**src/rtl/ixc_capture_pkg.sv**
```systemverilog
// Shared types for the ixc_capture block: captured entry layout and pointer sizing.
package ixc_capture_pkg;

  localparam int CAP_WIDTH = 11;
  localparam int CAP_TS_W  = 16;

  typedef struct packed {
    logic [CAP_WIDTH-1:0] data;
    logic [CAP_TS_W-1:0]  stamp;
  } cap_entry_t;

  // One extra bit beyond the index so full and empty differ only in the MSB.
  function automatic int ptr_w(input int depth);
    return $clog2(depth) + 1;
  endfunction

endpackage

```
**src/rtl/ixc_capture_fifo.sv**
```systemverilog
// Single-clock FIFO of captured entries with a registered head so the
// read outputs are clean after reset and hold while empty.
module ixc_capture_fifo
  import ixc_capture_pkg::*;
#(
  parameter int  DEPTH   = 4,
  parameter type entry_t = cap_entry_t
) (
  input  logic                   clk,
  input  logic                   rst,
  input  logic                   push,
  input  logic                   pop,
  input  entry_t                 din,
  output entry_t                 head,
  output logic                   empty,
  output logic                   full,
  output logic [$clog2(DEPTH):0] count
);

  localparam int PTR_W = ptr_w(DEPTH);
  localparam int AW    = PTR_W - 1;

  entry_t           mem_q [DEPTH];
  entry_t           head_q, head_d;
  logic [PTR_W-1:0] wptr_q, wptr_d, rptr_q, rptr_d, count_d;
  logic             push_eff, pop_eff;

  always_comb begin
    empty    = (wptr_q == rptr_q);
    full     = (wptr_q[AW] != rptr_q[AW]) && (wptr_q[AW-1:0] == rptr_q[AW-1:0]);
    pop_eff  = pop & ~empty;
    push_eff = push & (~full | pop_eff);
    wptr_d   = wptr_q + PTR_W'(push_eff);
    rptr_d   = rptr_q + PTR_W'(pop_eff);
    count_d  = wptr_d - rptr_d;
    head_d   = head_q;
    // The next head is either already in memory or is the entry written this edge.
    if (count_d != '0) begin
      if (push_eff && (wptr_q[AW-1:0] == rptr_d[AW-1:0])) head_d = din;
      else                                                 head_d = mem_q[rptr_d[AW-1:0]];
    end
  end

  always_ff @(posedge clk) begin
    if (rst) begin
      wptr_q <= '0;
      rptr_q <= '0;
      head_q <= '0;
    end else begin
      wptr_q <= wptr_d;
      rptr_q <= rptr_d;
      head_q <= head_d;
    end
  end

  always_ff @(posedge clk) begin
    if (push_eff) mem_q[wptr_q[AW-1:0]] <= din;
  end

  assign head  = head_q;
  assign count = wptr_q - rptr_q;

endmodule

```
**src/rtl/ixc_capture_11.sv**
```systemverilog
// Timestamped capture of an observed 11-bit net into a small FIFO drained
// by a host valid/ready channel, with a sticky overflow flag.
module ixc_capture_11
  import ixc_capture_pkg::*;
#(
  parameter int WIDTH     = 11,
  parameter int DEPTH     = 4,
  parameter int TS_W      = 16,
  parameter bit ON_CHANGE = 1'b1
) (
  input  logic                   clk,
  input  logic                   rst,
  input  logic [WIDTH-1:0]       R,
  input  logic                   arm,
  input  logic                   trig,
  output logic                   rd_valid,
  input  logic                   rd_ready,
  output logic [WIDTH-1:0]       rd_data,
  output logic [TS_W-1:0]        rd_stamp,
  output logic [$clog2(DEPTH):0] count,
  output logic                   overflow,
  input  logic                   ovf_clr
);

  typedef struct packed {
    logic [WIDTH-1:0] data;
    logic [TS_W-1:0]  stamp;
  } entry_t;

  logic [TS_W-1:0]  ts_q, ts_d;
  logic [WIDTH-1:0] prev_q, prev_d;
  logic             first_q, first_d;
  logic             ovf_q, ovf_d;
  logic             cap, push, pop, drop, full, empty;
  entry_t           wr_entry, head;

  always_comb begin
    cap      = arm & (trig | (ON_CHANGE & (first_q | (R != prev_q))));
    pop      = ~empty & rd_ready;
    push     = cap & (~full | pop);
    drop     = cap & full & ~pop;
    ts_d     = ts_q + TS_W'(1);
    prev_d   = R;
    // Any disarmed cycle re-primes the forced first capture.
    first_d  = ~arm;
    ovf_d    = ovf_q;
    if (ovf_clr) ovf_d = 1'b0;
    if (drop)    ovf_d = 1'b1;
    wr_entry.data  = R;
    wr_entry.stamp = ts_q;
  end

  always_ff @(posedge clk) begin
    if (rst) begin
      ts_q    <= '0;
      prev_q  <= '0;
      first_q <= 1'b1;
      ovf_q   <= 1'b0;
    end else begin
      ts_q    <= ts_d;
      prev_q  <= prev_d;
      first_q <= first_d;
      ovf_q   <= ovf_d;
    end
  end

  ixc_capture_fifo #(
    .DEPTH   (DEPTH),
    .entry_t (entry_t)
  ) u_fifo (
    .clk   (clk),
    .rst   (rst),
    .push  (push),
    .pop   (pop),
    .din   (wr_entry),
    .head  (head),
    .empty (empty),
    .full  (full),
    .count (count)
  );

  assign rd_valid = ~empty;
  assign rd_data  = head.data;
  assign rd_stamp = head.stamp;
  assign overflow = ovf_q;

endmodule

```
**config.mk**
```make
export PLATFORM = sky130hd
export DESIGN_NAME = ixc_capture_11
export DESIGN_NICKNAME = d
export VERILOG_FILES = /design/src/rtl/ixc_capture_pkg.sv /design/src/rtl/ixc_capture_fifo.sv /design/src/rtl/ixc_capture_11.sv
export SDC_FILE = /design/constraint.sdc
export NUM_CORES = 1
export LEC_CHECK = 0
export BUFFER_PORTS_ARGS = -buffer_cell sky130_fd_sc_hd__buf_4
export CAP_MARGIN = 20
export CORE_MARGIN = 8
export CORE_UTILIZATION = 53
export CTS_CLUSTER_SIZE = 10
export DETAILED_ROUTE_END_ITERATION = 8
export HOLD_SLACK_MARGIN = 0.06
export PLACE_DENSITY = 0.71
export SETUP_SLACK_MARGIN = 0.4
export SYNTH_ARGS = -nofsm -noshare
export SYNTH_HDL_FRONTEND = slang
export SYNTH_SLANG_ARGS = --single-unit
```
**constraint.sdc**
```tcl
create_clock -name clk -period 10 [get_ports clk]
set_input_delay 2.5 -clock clk [delete_from_list [all_inputs] [get_ports clk]]
set_output_delay 2.5 -clock clk [all_outputs]
set_load 0.03 [all_outputs]
```
==> flow_summary.ini <==
[outcome]
status = finished, final reports clean

[detailed_routing]
vias_per_cell = 6.13
first_pass_iters = 5
wirelength_um = 14800
antenna_left = 0
drt_iter0_markers = 421
post_drt_wl_per_cell_um = 22.0
drc = 0
num_vias = 4131

[timing]
worstMarginPinSlew_ns = 1.18
min_period_over_period = 0.599
final.setup_skew_ns = 0.00756
hold_viol = 0
period_minus_slack_ns = 5.99
tns_ns = 0
setup_viol = 0
fmax_ghz = 0.167
max_slew_margin = 0.213
finalMaxSlewViolations = 0
rsz0062_at_grt = false

[die]
fp.coreArea_mm2 = 0.0127
dieWidth_um = 130
ios = 49
die_h_um = 130
start_util = 0.546
die_area_mm2 = 0.0170
rows = 41

[global_route]
grt_remaining_overflow = 0
grt_pass1_wl_um = 23300
antenna_found_initial = 0
track_usage = 0.185
grt_pass1_vias = 4233
grt_max_degree = 55

[pwr]
clockPowerShare = 0.294
peakVddDrop_v = 0.000216
p_switching_uw = 691
p_leak_uw = 0.00269
switching_share = 0.318
cellPowerDensity_mw_per_mm2 = 271
seq_power_share = 0.402
combPwrFrac = 0.303
p_int_uw = 1480

[yosys]
synth_seq_area_share = 0.648
synthTopCellsByCount = edfxtp_1 (108), dfxtp_1 (62), a32oi_1 (27), mux4_2 (27), o2bb2ai_1 (27)
yosysTopAreaCellShare = 0.469
yosysTopAreaCell = edfxtp_1
ys_async_sr_fraction = 0
ys_warn_count = 0
netlist_top_cells_area = edfxtp_1 (47%), dfxtp_1 (18%), mux4_2 (8.8%)
synth_fp_nets = 472
syn-cell-area_mm2 = 0.00692
syn-instance-count = 445
synth_edf_count = 108
ys_ff_latch = 170
synth_area_per_cell_um2 = 15.6
synth_cell_types = 41
yosys_most_used_dff = edfxtp_1
yosysMostFrequentCell = edfxtp_1

[placed_design]
port_buffers = 48
place.detailed.hpwl_um = 8520
gp_congestion = 0.744

[worst_setup_path]
crit_cells = 13
r2r_start = u_fifo.wptr_q[0]$_SDFF_PP0_
cpPeakStageDelay_ns = 0.85
crit_path_cell_trace = buf_4 -> or3_1 -> nand2_1 -> inv_1 -> ha_1 -> ha_1 -> ha_1 -> nor2b_1 -> xnor3_2 -> a21oi_4 -> buf_4 -> a2111oi_0 -> o2bb2ai_1
worstSetupStartpointType = primary input
cp.required_ns = 10.35
crit_arrival_ns = 6.34
r2r_slack_ns = 5.16
worst-path-buf-inv = 3
crit_fanout = 54
cp-endpoint = u_fifo.head[19]$_SDFFE_PP0P_
crit_start = rd_ready
cpLargestDelayFamily = simple AND/OR/NAND/NOR gates
crit_top_cell = ha_1
cp-end-kind = flop
reg2reg_to = u_fifo.head[19]$_SDFFE_PP0P_
r2r_cells = 15
cp_slowest_cell = or3_1
crit_type = primary input to flop

[cts]
clock_latency_ns = 0.42
cts_root_buffer = clkbuf_16
cts_resized = 0
cts_tree = yes
clkSinkCount = 170
post_cts_buffers = 0
clk_pin_slew_ns = 0.06
cts.path.max_buffers = 2
holdBufCountCts = 0
ctsHtreeMaxLevel = 4
cts_buffers = 17

[layout]
drive_gt1_frac = 0.253
final_nets = 517
area_delta_synth_final_pct = 16.0
final_core_util = 0.634
antennaDiodeCount = 0

[worst_hold_path]
min_path_type = flop to flop

[job]
drv_cap = 0
## registers in the layout, summed over array words and instances, names as in the netlist
signal and flops:
u_fifo.head 27, u_fifo.wptr_q 3, overflow 1, u_fifo.mem_q 108, ts_q 16, prev_q 11
first_q 1, u_fifo.rptr_q 3
## cells by family after synthesis
group | count (synthesis) | share of synthesized area
AOI/OAI and AO/OA | 97 | 0.121
xor gates and xnor gates | 26 | 0.0362
adders and majority gates | 10 | 0.0192
buffers and inverters | 41 | 0.0305
DFF | 170 | 0.648
muxes | 27 | 0.0879
and+or+nand+nor | 74 | 0.0577
## layout by cell type, fill, tap and decap left out, types with 7 or more instances in the layout
cell / count
edfxtp_1: 108
dfxtp_1: 62
buf_4: 57
mux4_2: 27
a32oi_1: 27
o2bb2ai_1: 27
xnor2_1: 19
a2111oi_0: 18
clkbuf_16: 18
nor2_1: 16
nor2b_1: 16
nand2_1: 10
a2111oi_1: 9
inv_1: 8
a21oi_1: 7
ha_1: 7
## power groups by stage
stage	combinational (uW)	sequential, uW	clock [uW]
6_report	659	875	640
5_1_grt	705	882	678
4_1_cts	665	875	648
3_5_place_dp	663	888	0
3_3_place_gp	653	887	0
2_1_floorplan	388	973	0
## metrics by stage
| step | hold slack, ns | cell area [um2] | setup WS [ns] | power, uW | std cells |
|---|---|---|---|---|---|
| floorplan | 0.474 | 6920 | 4.27 | 1360 | 445 |
| global placement | 0.471 | 7410 | 3.81 | 1540 | 641 |
| detailed placement | 0.457 | 7410 | 3.67 | 1550 | 641 |
| CTS | 0.477 | 8000 | 4.09 | 2190 | 672 |
| global route | 0.497 | 8030 | 3.87 | 2270 | 674 |
| finish | 0.475 | 8030 | 4.01 | 2170 | 674 |
## final cells by class
type                            instances  area [um2]
Fill cell                             945        4640
Sequential cell                       170        4480
Multi-Input combinational cell        234        2260
Clock buffer                           25         527
Timing Repair Buffer                   59         458
Tap cell                              172         215
Clock inverter                          6        58.8
Inverter                                8        30.0
## per-layer routing
metal / track usage / share of wire / routed length, um / up-vias
met4: 0.0704 / 0.020 / 303 / 0
li1: - / - / - / 1888
met3: 0.0588 / 0.069 / 1030 / 30
met5: 0 / 0 / 0 / -
met2: 0.291 / 0.48 / 7120 / 155
met1: 0.236 / 0.43 / 6370 / 2058
## worst min path at each step
| stage | slack, ns | end | startpoint | cells past startpoint |
|---|---|---|---|---|
| final | 0.47 | u_fifo.head[10]$_SDFFE_PP0P_ | u_fifo.head[10]$_SDFFE_PP0P_ | 1 |
| after CTS | 0.48 | u_fifo.head[10]$_SDFFE_PP0P_ | u_fifo.head[10]$_SDFFE_PP0P_ | 1 |
| after detailed placement | 0.46 | u_fifo.head[10]$_SDFFE_PP0P_ | u_fifo.head[10]$_SDFFE_PP0P_ | 1 |
| after floorplan | 0.47 | ts_q[0]$_SDFF_PP0_ | ts_q[0]$_SDFF_PP0_ | 1 |
| after global routing | 0.50 | u_fifo.head[10]$_SDFFE_PP0P_ | u_fifo.head[10]$_SDFFE_PP0P_ | 1 |
| after global placement | 0.47 | u_fifo.head[10]$_SDFFE_PP0P_ | u_fifo.head[10]$_SDFFE_PP0P_ | 1 |
No activity file was read; power rests on OpenSTA's default activity.
